File: config.mk
export PLATFORM = sky130hd
export DESIGN_NAME = addsub_pipe_lanes
export DESIGN_NICKNAME = d
export VERILOG_FILES = /design/src/rtl/addsub_pipe_lanes.sv
export SDC_FILE = /design/constraint.sdc
export NUM_CORES = 1
export LEC_CHECK = 0
export ABC_AREA = 1
export BUFFER_PORTS_ARGS = -buffer_cell sky130_fd_sc_hd__buf_2
export CELL_PAD_IN_SITES_DETAIL_PLACEMENT = 1
export CELL_PAD_IN_SITES_GLOBAL_PLACEMENT = 1
export CORE_ASPECT_RATIO = 0.6
export CORE_MARGIN = 2
export CORE_UTILIZATION = 37
export CTS_CLUSTER_SIZE = 25
export DETAILED_ROUTE_END_ITERATION = 16
export GPL_ROUTABILITY_DRIVEN = 0
export GPL_TIMING_DRIVEN = 0
export PLACE_DENSITY = 0.75
export SLEW_MARGIN = 20
export SYNTH_ARGS = -nofsm -noshare
export SYNTH_HDL_FRONTEND = slang
export SYNTH_SLANG_ARGS = --single-unit
File: constraint.sdc
create_clock -name clk -period 1.27 [get_ports clk]
set_input_delay 0.381 -clock clk [delete_from_list [all_inputs] [get_ports clk]]
set_output_delay 0.381 -clock clk [all_outputs]
set_load 0.05 [all_outputs]
File: src/rtl/addsub_pipe_lanes.sv
// -----------------------------------------------------------------------------
// addsub_pipe_lanes
//
// Multi-lane pipelined unsigned add/subtract unit with valid/ready handshakes
// on both sides. Each accepted beat carries LANES independent W-bit operand
// pairs and one op bit shared by all lanes. Results appear STAGES cycles after
// acceptance, with optional unsigned saturation, per-lane overflow flags and a
// sticky overflow status register.
//
// Parameters
//   W       lane operand/result width (>= 2)
//   LANES   number of independent lanes (>= 1)
//   STAGES  accept-to-out_valid latency in cycles (>= 1)
//   SAT     0 = wrap modulo 2^W, 1 = unsigned saturate
//
// Ports
//   clk         rising-edge clock
//   rst_n       asynchronous active-low reset
//   in_valid    operand beat valid
//   in_ready    unit can accept a beat this cycle (depends only on output side)
//   op          0 = add (a+b), 1 = subtract (a-b); sampled with the beat
//   a, b        lane i operand at [i*W +: W]
//   out_valid   result beat valid
//   out_ready   consumer accepts result
//   y           lane results, same packing as a
//   ovf         per-lane overflow/underflow of the presented result
//   ovf_sticky  OR of ovf over all transferred results since clear/reset
//   clr_sticky  synchronous clear of ovf_sticky (a same-cycle set wins)
// -----------------------------------------------------------------------------
module addsub_pipe_lanes #(
    parameter int W      = 16,
    parameter int LANES  = 2,
    parameter int STAGES = 2,
    parameter int SAT    = 0
) (
    input  logic                 clk,
    input  logic                 rst_n,
    input  logic                 in_valid,
    output logic                 in_ready,
    input  logic                 op,
    input  logic [LANES*W-1:0]   a,
    input  logic [LANES*W-1:0]   b,
    output logic                 out_valid,
    input  logic                 out_ready,
    output logic [LANES*W-1:0]   y,
    output logic [LANES-1:0]     ovf,
    output logic [LANES-1:0]     ovf_sticky,
    input  logic                 clr_sticky
);

    // -------------------------------------------------------------------------
    // Per-lane arithmetic. Returns {flag, result}. The (W+1)-bit intermediate
    // makes bit W the carry on add and the borrow (x < z) on subtract, so a
    // single bit serves as the overflow/underflow flag for both operations.
    // -------------------------------------------------------------------------
    function automatic logic [W:0] lane_calc(
        input logic [W-1:0] x,
        input logic [W-1:0] z,
        input logic         sub
    );
        logic [W:0]   wide;
        logic         flag;
        logic [W-1:0] res;
        wide = sub ? ({1'b0, x} - {1'b0, z}) : ({1'b0, x} + {1'b0, z});
        flag = wide[W];
        res  = wide[W-1:0];
        // Saturate toward the bound that was crossed: all-ones on add carry,
        // zero on subtract borrow.
        if ((SAT != 0) && flag) begin
            res = sub ? '0 : '1;
        end
        return {flag, res};
    endfunction

    // -------------------------------------------------------------------------
    // Stage-1 next values, computed straight from the input beat.
    // -------------------------------------------------------------------------
    logic [LANES*W-1:0] res_d;
    logic [LANES-1:0]   ovf_d;

    always_comb begin
        // NOTE: every always_comb output gets a default first so no path can
        // leave it unassigned and infer a latch.
        res_d = '0;
        ovf_d = '0;
        for (int l = 0; l < LANES; l++) begin
            {ovf_d[l], res_d[l*W +: W]} = lane_calc(a[l*W +: W], b[l*W +: W], op);
        end
    end

    // -------------------------------------------------------------------------
    // Pipeline. Index 0 is stage 1; index STAGES-1 is the output register.
    // All stages move together when the output slot is free or being drained;
    // otherwise everything holds, bubbles included.
    // -------------------------------------------------------------------------
    logic [STAGES-1:0]  vld_q;
    logic [LANES*W-1:0] y_q   [STAGES];
    logic [LANES-1:0]   ovf_q [STAGES];
    logic               advance;

    assign out_valid = vld_q[STAGES-1];
    assign y         = y_q[STAGES-1];
    assign ovf       = ovf_q[STAGES-1];

    // Ready is a pure function of the output side: no in_valid dependency and
    // no combinational path from in_* to out_*.
    assign advance  = !out_valid || out_ready;
    assign in_ready = advance;

    always_ff @(posedge clk or negedge rst_n) begin
        if (!rst_n) begin
            // NOTE: the data registers are reset along with the valid bits so
            // y and ovf read 0 out of reset rather than leftover contents.
            vld_q <= '0;
            for (int s = 0; s < STAGES; s++) begin
                y_q[s]   <= '0;
                ovf_q[s] <= '0;
            end
        end else if (advance) begin
            // NOTE: sequential state uses non-blocking assignments so every
            // stage samples its predecessor's pre-edge value.
            vld_q[0] <= in_valid;
            // Data slots only load under a valid beat, so a bubble moving into
            // the output leaves y/ovf at their last presented value.
            if (in_valid) begin
                y_q[0]   <= res_d;
                ovf_q[0] <= ovf_d;
            end
            for (int s = 1; s < STAGES; s++) begin
                vld_q[s] <= vld_q[s-1];
                if (vld_q[s-1]) begin
                    y_q[s]   <= y_q[s-1];
                    ovf_q[s] <= ovf_q[s-1];
                end
            end
        end
    end

    // -------------------------------------------------------------------------
    // Sticky overflow status. Clear is applied first and the transfer's flags
    // are ORed in afterwards, so a same-cycle set wins for those bits.
    // -------------------------------------------------------------------------
    logic             out_xfer;
    logic [LANES-1:0] sticky_d;
    logic [LANES-1:0] sticky_q;

    assign out_xfer   = out_valid && out_ready;
    assign ovf_sticky = sticky_q;

    always_comb begin
        sticky_d = clr_sticky ? '0 : sticky_q;
        if (out_xfer) begin
            sticky_d = sticky_d | ovf;
        end
    end

    always_ff @(posedge clk or negedge rst_n) begin
        if (!rst_n) begin
            sticky_q <= '0;
        end else begin
            sticky_q <= sticky_d;
        end
    end

endmodule
## Word level (Yosys, flattened, before mapping)

Cells that the tools add are included.

- Multiply operators: 0
- Equality and inequality tests: 0
- Div/mod/pow operators: 0
- Shift operators: 0
- Add/sub/neg operators: 4
- $lt $le $gt $ge: 0
- Reduce and logical (&&, ||, !) cells: 5
- Muxes and demuxes: 4
- Bitwise operators: 1

Operator list:

| cell | number |
|---|---|
| $add 16x16->17 | 2 |
| $mux 17 | 2 |
| $sub 16x16->17 | 2 |
| $mux 2 | 2 |
| $reduce_and 2->1 | 2 |
| $or 2x2->2 | 1 |
| $logic_and 1x1->1 | 1 |
| $logic_not 1->1 | 1 |
| $logic_or 1x1->1 | 1 |

- Logic and storage cells: 20
- Memory bits (read-only): 0
- Bits in latches: 0
- Output and inout bits: 38
- Register bits: 72
- Input port bits: 70
- Memories kept: 0
- RAM bits: 0

## Longest topological paths before layout

Gate-level depths: netlist (run 1).

- Depth after elaboration: 3
- Mapped depth: 19
- Depth with buffers taken out: 19

## Worst setup path after synthesis (run 1)

No wires, ideal clock.

- Path kind: in2reg
- Start point: input b[17]
- End point: register ovf_q[3] in the netlist's numbering
- Arrival: 2,161 ps
- Library setup time: 117 ps
- Stages on the path: 17
- Required time: 1,153 ps
- Path buffers: 0
- Path slack: -1,008 ps
- Cell sequence: inv_1 ha_1 nand3_1 nor2_1 nand2_1 nand2_1 o21ai_1 xor2_1 ha_1 nand2_1 inv_1 nand2_1 nand2_1 a21oi_1 nand3_1 nand3_1 nand2_1

- Cells in the longest elaborated chain, start to end: 2
- Elaborated cells on any way between the ends: 3
- Those cells by class: add/sub: 2; mux: 1

RTL lines:

| item | RTL line | text |
|---|---|---|
| start: declaration | 42 | `input logic [LANES*W-1:0] b,` |
| $add 16x16->17 or $sub 16x16->17 (tied branches) | 64 | `wide = sub ? ({1'b0, x} - {1'b0, z}) : ({1'b0, x} + {1'b0, z});` |
| $mux 17 (*) | 64 |  |
| end signal: indexed assignment | 133 | `ovf_q[s] <= ovf_q[s-1];` |
| end: declaration | 98 | `logic [LANES-1:0] ovf_q [STAGES];` |

Mark *: on every way between the ends. The rest lies on a longest branch, timed or not.
A chain may end at the register's enable or synchronous reset.

## Worst setup path after layout (run 1)

- Start point: input b[1]
- End point: register ovf_q[2] in the netlist's numbering

Same word-level chain as after synthesis.

==> metrics, run 1 <==
status finished with violations; failing checks setup timing; Worst Path Buf+Inv 5; Global Route Usage Sum roughly 28%; Yosys reg bits 72; CTS clk-pin slew, worst paths around 0.060 ns; clk root buf clkbuf_16; pwr/cell area roughly 1600 nW/um2; Total Wirelength 29500 um; initial antenna violation count 1; Setup Viol. Count Final 100; yosys warns 0; Area Growth Syn to Fin 80.2%; largest net degree at the start of global routing 56; Worst path max stage delay 0.33 ns; largest area contributor in the netlist dfrtp_1; WS Path Type primary input to flop; via-per-instance ratio around 5.4; Tightest Hold Check Type primary input to flop; startpoint types primary input; clk_lat worst skew approximately 0.34 ns; Syn Nets around 900; # diodes 0; Die X 165 um; Pre-Repair DR Iteration Count 5; Max Cap Violations 0; Die Y roughly 100 um; final hold slack around 0.25 ns; fin nets about 1100; clk_skew between 0.004 and 0.005 ns; peak supply drop about 1600 uV; Worst Tran Pin Value 0.537 ns; num ports 108; Final Hold Fails 0; layout cells sized above 1 around three fifths; core area approximately 15000 um2; Remaining DRCs 0; die area ~17000 um2; Static Leak about 5.2 nW; Rel. slew slack around 64%; period utilization 187%; first-pass GRT wire length about 35000 um; cell area after synthesis roughly 5700 um2; Crit path arrival time roughly 2.6 ns; vias in the first global route ~6600; Synth cell types 33; grt total ovfl 0; commonest cells in the synthesized netlist nand2_1 (260), inv_1 (134), dfrtp_1 (72), nor2_1 (49), nand3_1 (48); Fmax between 400 and 500 MHz; Post-synth EDFFs 0; H-Tree Level Count 3; Fillers around 1600; Crit-path slowest cell ha_4; CTS tree built; 1st-iter DRT viols roughly 420; row count 35; Post-DP HPWL ~15000 um; Design Power roughly 17 mW; most common cell in the netlist nand2_1; RSZ-0062 raised after global routing true; via count roughly 6600; clk sinks 72; per-cell routed wire length roughly 24 um; Starting Density between 30 and 40%; WP data required about 1.5 ns; PnR worst setup slack -1.11 ns; fin crit period around 2.4 ns; post-synthesis area per instance around 7 um2; Final Max Tran Viols 0; I/O Buffers ~110; CP most frequent cell nand2_1; TritonCTS Buffers 9; Synth top area share 31.4%; crit-path max FO 4; post-route antenna net violation count 0; cells after synthesis 811; sequential area share after synthesis between 30% and 40%; ys flop type dfrtp_1; crit-path cells buf_12 > inv_16 > ha_4 > buf_4 > buf_6 > nand3_4 > nand2_2 > xor2_1 > inv_1 > ha_4 > nand2_2 > nor2_1 > nand3_1 > nand2_2 > nand2_1 > nand2_1 > nand2_1 > nand3_2 > nand2_1; Longest Clk Path Bufs 2; Setup crit end kind flop; Crit path max-delay family simple AND/OR/NAND/NOR gates; Post-synth ARST share 100%; Synth area leaders dfrtp_1 (31%), nand2_1 (17%), inv_1 (8.8%), ha_1 (7.4%), mux2_4 (4.7%)
final cells by class:
type	count	area (um2)	share of cell area, %
Clock buffer	10	229	2.21
Multi-Input combinational cell	548	4940	47.7
Sequential cell	72	1810	17.5
Inverter	144	662	6.40
Tap cell	203	254	2.46
Clock inverter	6	116	1.13
Buffer	11	143	1.38
Timing Repair Buffer	231	2190	21.2
cells in the final DEF (no fill, tap or decap), drive strengths merged, types with 4 or more instances in the layout:
| cell | instances |
|---|---|
| a21oi | 24 |
| and2 | 4 |
| buf | 238 |
| clkbuf | 13 |
| dfrtp | 72 |
| ha | 34 |
| inv | 145 |
| mux2 | 23 |
| nand2 | 266 |
| nand3 | 48 |
| nor2 | 52 |
| nor3 | 8 |
| o21ai | 45 |
| or2 | 4 |
| xnor2 | 17 |
| xor2 | 15 |
path summary, 6_finish.rpt:
check | cells after the start | slack, ns | from | to
max in group asynchronous | 3 | 0.25 | rst_n | y[2]
min in group asynchronous | 2 | 0.46 | rst_n | y[27]
worst min register to register | 2 | 0.48 | ovf_q[3] | ovf_q[3]
worst max register to register | 8 | -0.38 | vld_q[1] | y_q[41]
worst min-delay path | 2 | 0.25 | clr_sticky | ovf_sticky[0]
worst max-delay path | 19 | -1.11 | b[1] | ovf_q[2]
layer usage:
metal  wire length, um  share of wire (%)  vias up  global-route usage (%)
li1                  -                  -     2874                       -
met1             12300                 42     3298                    39.9
met2             14600                 49      333                    47.6
met3              1760                6.0       73                    3.58
met4               864                2.9        0                    4.21
met5                 0                  0        -                       0
timing repair:
item / in CTS / in global routing
cloned: 4 / 2
gates resized for setup: 351 / 185
setup buffers: 93 / 34
hold endpoints to repair: 17 / 0
hold buffers: 1 / 0
pin swaps: 152 / 125
endpoints found under the setup margin: 88 / 104
registers in the layout (all words and copies together) (netlist names):
name,cells
y,32
y_q,32
ovf,2
ovf_q,2
ovf_sticky,2
vld_q,2
cell families (layout without fill, tap and decap cells):
kind of cell | count (synthesis) | in the layout | synth area share [%]
flops | 72 | 72 | 31.4
xor+xnor | 32 | 32 | 5.15
mux | 23 | 23 | 5.69
fa+ha+maj | 36 | 36 | 8.11
compound gates | 73 | 73 | 6.63
simple gates | 384 | 384 | 27.7
buf+inv | 191 | 402 | 15.3
power by group:
part           leakage [nW]  switching, mW  internal (mW)  total, mW
clock                 0.167           1.04           1.93       2.97
combinational          4.11           5.49           4.57       10.1
sequential            0.877          0.755           3.09       3.85
total                  5.15           7.29           9.60       16.9
stage by stage:
step | setup slack (ns) | area (um2) | cells | utilization (%) | TNS (ns)
finish | -1.11 | 10300 | 1225 | 67.8 | -31.79
global route | -1.20 | 10300 | 1225 | 67.8 | -36.27
CTS | -0.859 | 9480 | 1201 | 62.2 | -25.72
detailed placement | -1.45 | 7190 | 1121 | 47.2 | -38.79
global placement | -1.37 | 7160 | 1120 | 47.0 | -77.11
floorplan | -0.866 | 6380 | 811 | - | -25.58
Note: power is estimated with default switching activity, not from simulation.
==> run 2: changes to the inputs <==
--- a/config.mk
+++ b/config.mk
@@ -9,10 +9,10 @@
 export BUFFER_PORTS_ARGS = -buffer_cell sky130_fd_sc_hd__buf_2
 export CELL_PAD_IN_SITES_DETAIL_PLACEMENT = 1
 export CELL_PAD_IN_SITES_GLOBAL_PLACEMENT = 1
-export CORE_ASPECT_RATIO = 0.6
+export CORE_ASPECT_RATIO = 2
 export CORE_MARGIN = 2
 export CORE_UTILIZATION = 37
-export CTS_CLUSTER_SIZE = 25
+export CTS_CLUSTER_SIZE = 40
 export DETAILED_ROUTE_END_ITERATION = 16
 export GPL_ROUTABILITY_DRIVEN = 0
 export GPL_TIMING_DRIVEN = 0
==> run 2 against run 1 <==
Against the previous run:
- the flow still finishes with violations (setup timing)
- critical endpoint is now y_q[46]
- combinational power is 7% lower
- hold slack better by 0.018 ns
- sequential share of layout area is 1.2 points higher
- final area is 6.8% lower
- sequential cell count stayed put
- utilization is 4.5 points lower
- largest cell class unchanged
- sequential power is 2% lower
- largest power group unchanged
- clock skew is 0.0060 ns higher
- critical path depth is 3 lower
- first-iteration DRC count is 54% lower
==> metrics, run 2 (synthesized netlist as in run 1, its figures left out) <==
Tightest Hold Check Type primary input to flop; Total Wirelength 22200 um (-25%); worst r2r dst y_q[61]; failing checks setup timing; Crit path arrival time 2.46 ns (-0.14 ns); clk_skew 0.0104 ns (+0.00602 ns); Global Route Usage Sum 22.0% (-6.2 points); Starting Density 37.7% (+0.062 points); via count 5912 (-10%); Die Y 180 um (+79%); worst hold path startpoint clr_sticky; hold endpoint ovf_sticky[1]; Design Power 16.0 mW (-5.3%); FF-to-FF setup slack -0.23 ns (+0.15 ns); post-route antenna net violation count 0 (unchanged); largest net degree at the start of global routing 51 (-8.9%); GR Util met1 22.8% (-17 points); per-cell routed wire length 18.6 um (-23%); met2 usage 45.6% (-2.0 points); Sw Ratio 41.7% (-1.5 points); peak supply drop 816 uV (-49%); Non-Filler Instances 1195 (-2.4%); Reg-to-Reg Start vld_q[1]; Hold Path Depth 2 (unchanged); CTS tree built; CTS clk-pin slew, worst paths 0.05 ns (about the same); clk root buf clkbuf_16; crit-path max FO 4 (unchanged); Static Leak 4.90 nW (-4.8%); Die X 92.1 um (-44%); pwr/cell area 1660 nW/um2 (+1.7%); vias in the first global route 6029 (-8.5%); core area 15200 um2 (-0.16%); layout cells sized above 1 56.1% (-4.5 points); Pre-Repair DR Iteration Count 6 (+1); crit-path cells buf_6 > inv_16 > nand3_4 > o21ai_4 > inv_1 > nor2_1 > xor2_1 > ha_4 > nand2_1 > nand2_2 > nand2_2 > nand2_2 > a21oi_4 > nand3_1 > nand3_1 > nand2_1; Worst path max stage delay 0.28 ns (-0.05 ns); I/O Buffers 106 (unchanged); Worst Setup SP b[2]; Gate power share 58.7% (-0.9 points); initial antenna violation count 0 (-1); status finished with violations; PnR worst setup slack -0.968 ns (+0.137 ns); Remaining DRCs 0 (unchanged); fin crit period 2.24 ns (-0.137 ns); sequential share of power 23.5% (+0.7 points); Post-DP HPWL 12900 um (-11%); Final Hold Fails 0 (unchanged); commonest non-fill, non-tap cell in the layout nand2_1; Setup crit end kind flop; WS Path Type primary input to flop; startpoint types primary input; NetSw 6.66 mW (-8.6%); Setup Viol. Count Final 93 (-7.0%); Post-Route Utilization 63.3% (-4.5 points); fin nets 1098 (-2.2%); most frequent cells in the layout nand2_1 (137), inv_1 (99), nand2_2 (88); CP most frequent cell nand2_2; Final Max Tran Viols 0 (unchanged); H-Tree Level Count 3 (unchanged); Rel. slew slack 78.0% (+14 points); cell-internal power 9.33 mW (-2.8%); Fmax 447 MHz (+6.1%); layer carrying the most global-route usage met2; Longest Clk Path Bufs 2 (unchanged); reg2reg path depth 8 (unchanged); clk sinks 72 (unchanged); clk_lat worst skew 0.34 ns (about the same); # diodes 0 (unchanged); Area Growth Syn to Fin 67.8%; RSZ-0062 raised after global routing true; Worst Tran Pin Value 0.329 ns (-0.208 ns); via-per-instance ratio 4.95 (-7.9%); TritonCTS Buffers 9 (unchanged); row count 64 (+83%); first-pass GRT wire length 29200 um (-18%); Post-Place Cells 1116 (-0.45%); WP data required 1.49 ns (about the same); Max Cap Violations 0 (unchanged); Crit-path slowest cell ha_4; die area 16600 um2 (+0.17%); M3 GR Usage 1.51% (-2.1 points); period utilization 176% (-11 points); 1st-iter DRT viols 195 (-54%); num ports 108 (unchanged); power share of the clock group 17.7% (about the same); grt total ovfl 0 (unchanged)
run 2: layout make-up:
class,instances,area [um2]
Multi-Input combinational cell,548,4520
Sequential cell,72,1800
Timing Repair Buffer,204,1900
Fill cell,1744,5580
Inverter,144,651
Tap cell,198,248
Clock inverter,2,60.1
Buffer,13,175
Clock buffer,14,274
run 2: layer usage:
metal  vias to the layer above  share of wire (%)
met4                         0                3.5
met3                        45                2.3
met5                         -                  0
met2                       128                 59
li1                       2830                  -
met1                      2909                 35
run 2: metrics by stage:
step           setup TNS [ns]  area (um2)  hold slack, ns  setup WS [ns]
4_1_cts                -22.31        8810           0.248         -0.866
3_3_place_gp           -77.32        7150           0.457          -1.39
2_1_floorplan          -25.58        6380          0.0854         -0.866
6_report               -25.18        9630           0.273         -0.968
3_5_place_dp           -37.00        7180           0.297          -1.42
5_1_grt                -30.30        9630           0.302          -1.08
run 2: repair_timing:
action,4_1_cts,5_1_grt
gates cloned,2,2
endpoints found under the setup margin,88,105
setup buffers,65,31
hold buffers,1,0
hold endpoints to repair,22,0
pin swaps,103,107
gates resized for setup,268,166
run 2: worst max-delay path, delay by kind of cell:
kind,cells,cell delay (ns)
AO/OA/AOI/OAI,2,0.41
XOR/XNOR,1,0.27
buffers and inverters,3,0.29
AND/OR/NAND/NOR,9,0.83
adder cells (fa/ha/maj),1,0.28
run 2: power by group through the flow:
| stage | logic (mW) | clock network [mW] | registers [mW] |
|---|---|---|---|
| 4_1_cts | 8.27 | 2.81 | 3.71 |
| 6_report | 9.40 | 2.84 | 3.76 |
| 2_1_floorplan | 5.12 | 0 | 3.50 |
| 3_3_place_gp | 6.34 | 0 | 3.54 |
| 3_5_place_dp | 6.47 | 0 | 3.60 |
| 5_1_grt | 9.90 | 2.93 | 3.86 |
run 2: worst max-delay path by stage:
stage / end / slack [ns] / cells past startpoint
3_3_place_gp: ovf_q[2] / -1.39 / 18
6_report: y_q[46] / -0.97 / 16
4_1_cts: ovf_q[2] / -0.87 / 18
5_1_grt: y_q[63] / -1.08 / 18
3_5_place_dp: ovf_q[2] / -1.42 / 18
2_1_floorplan: y_q[62] / -0.87 / 16
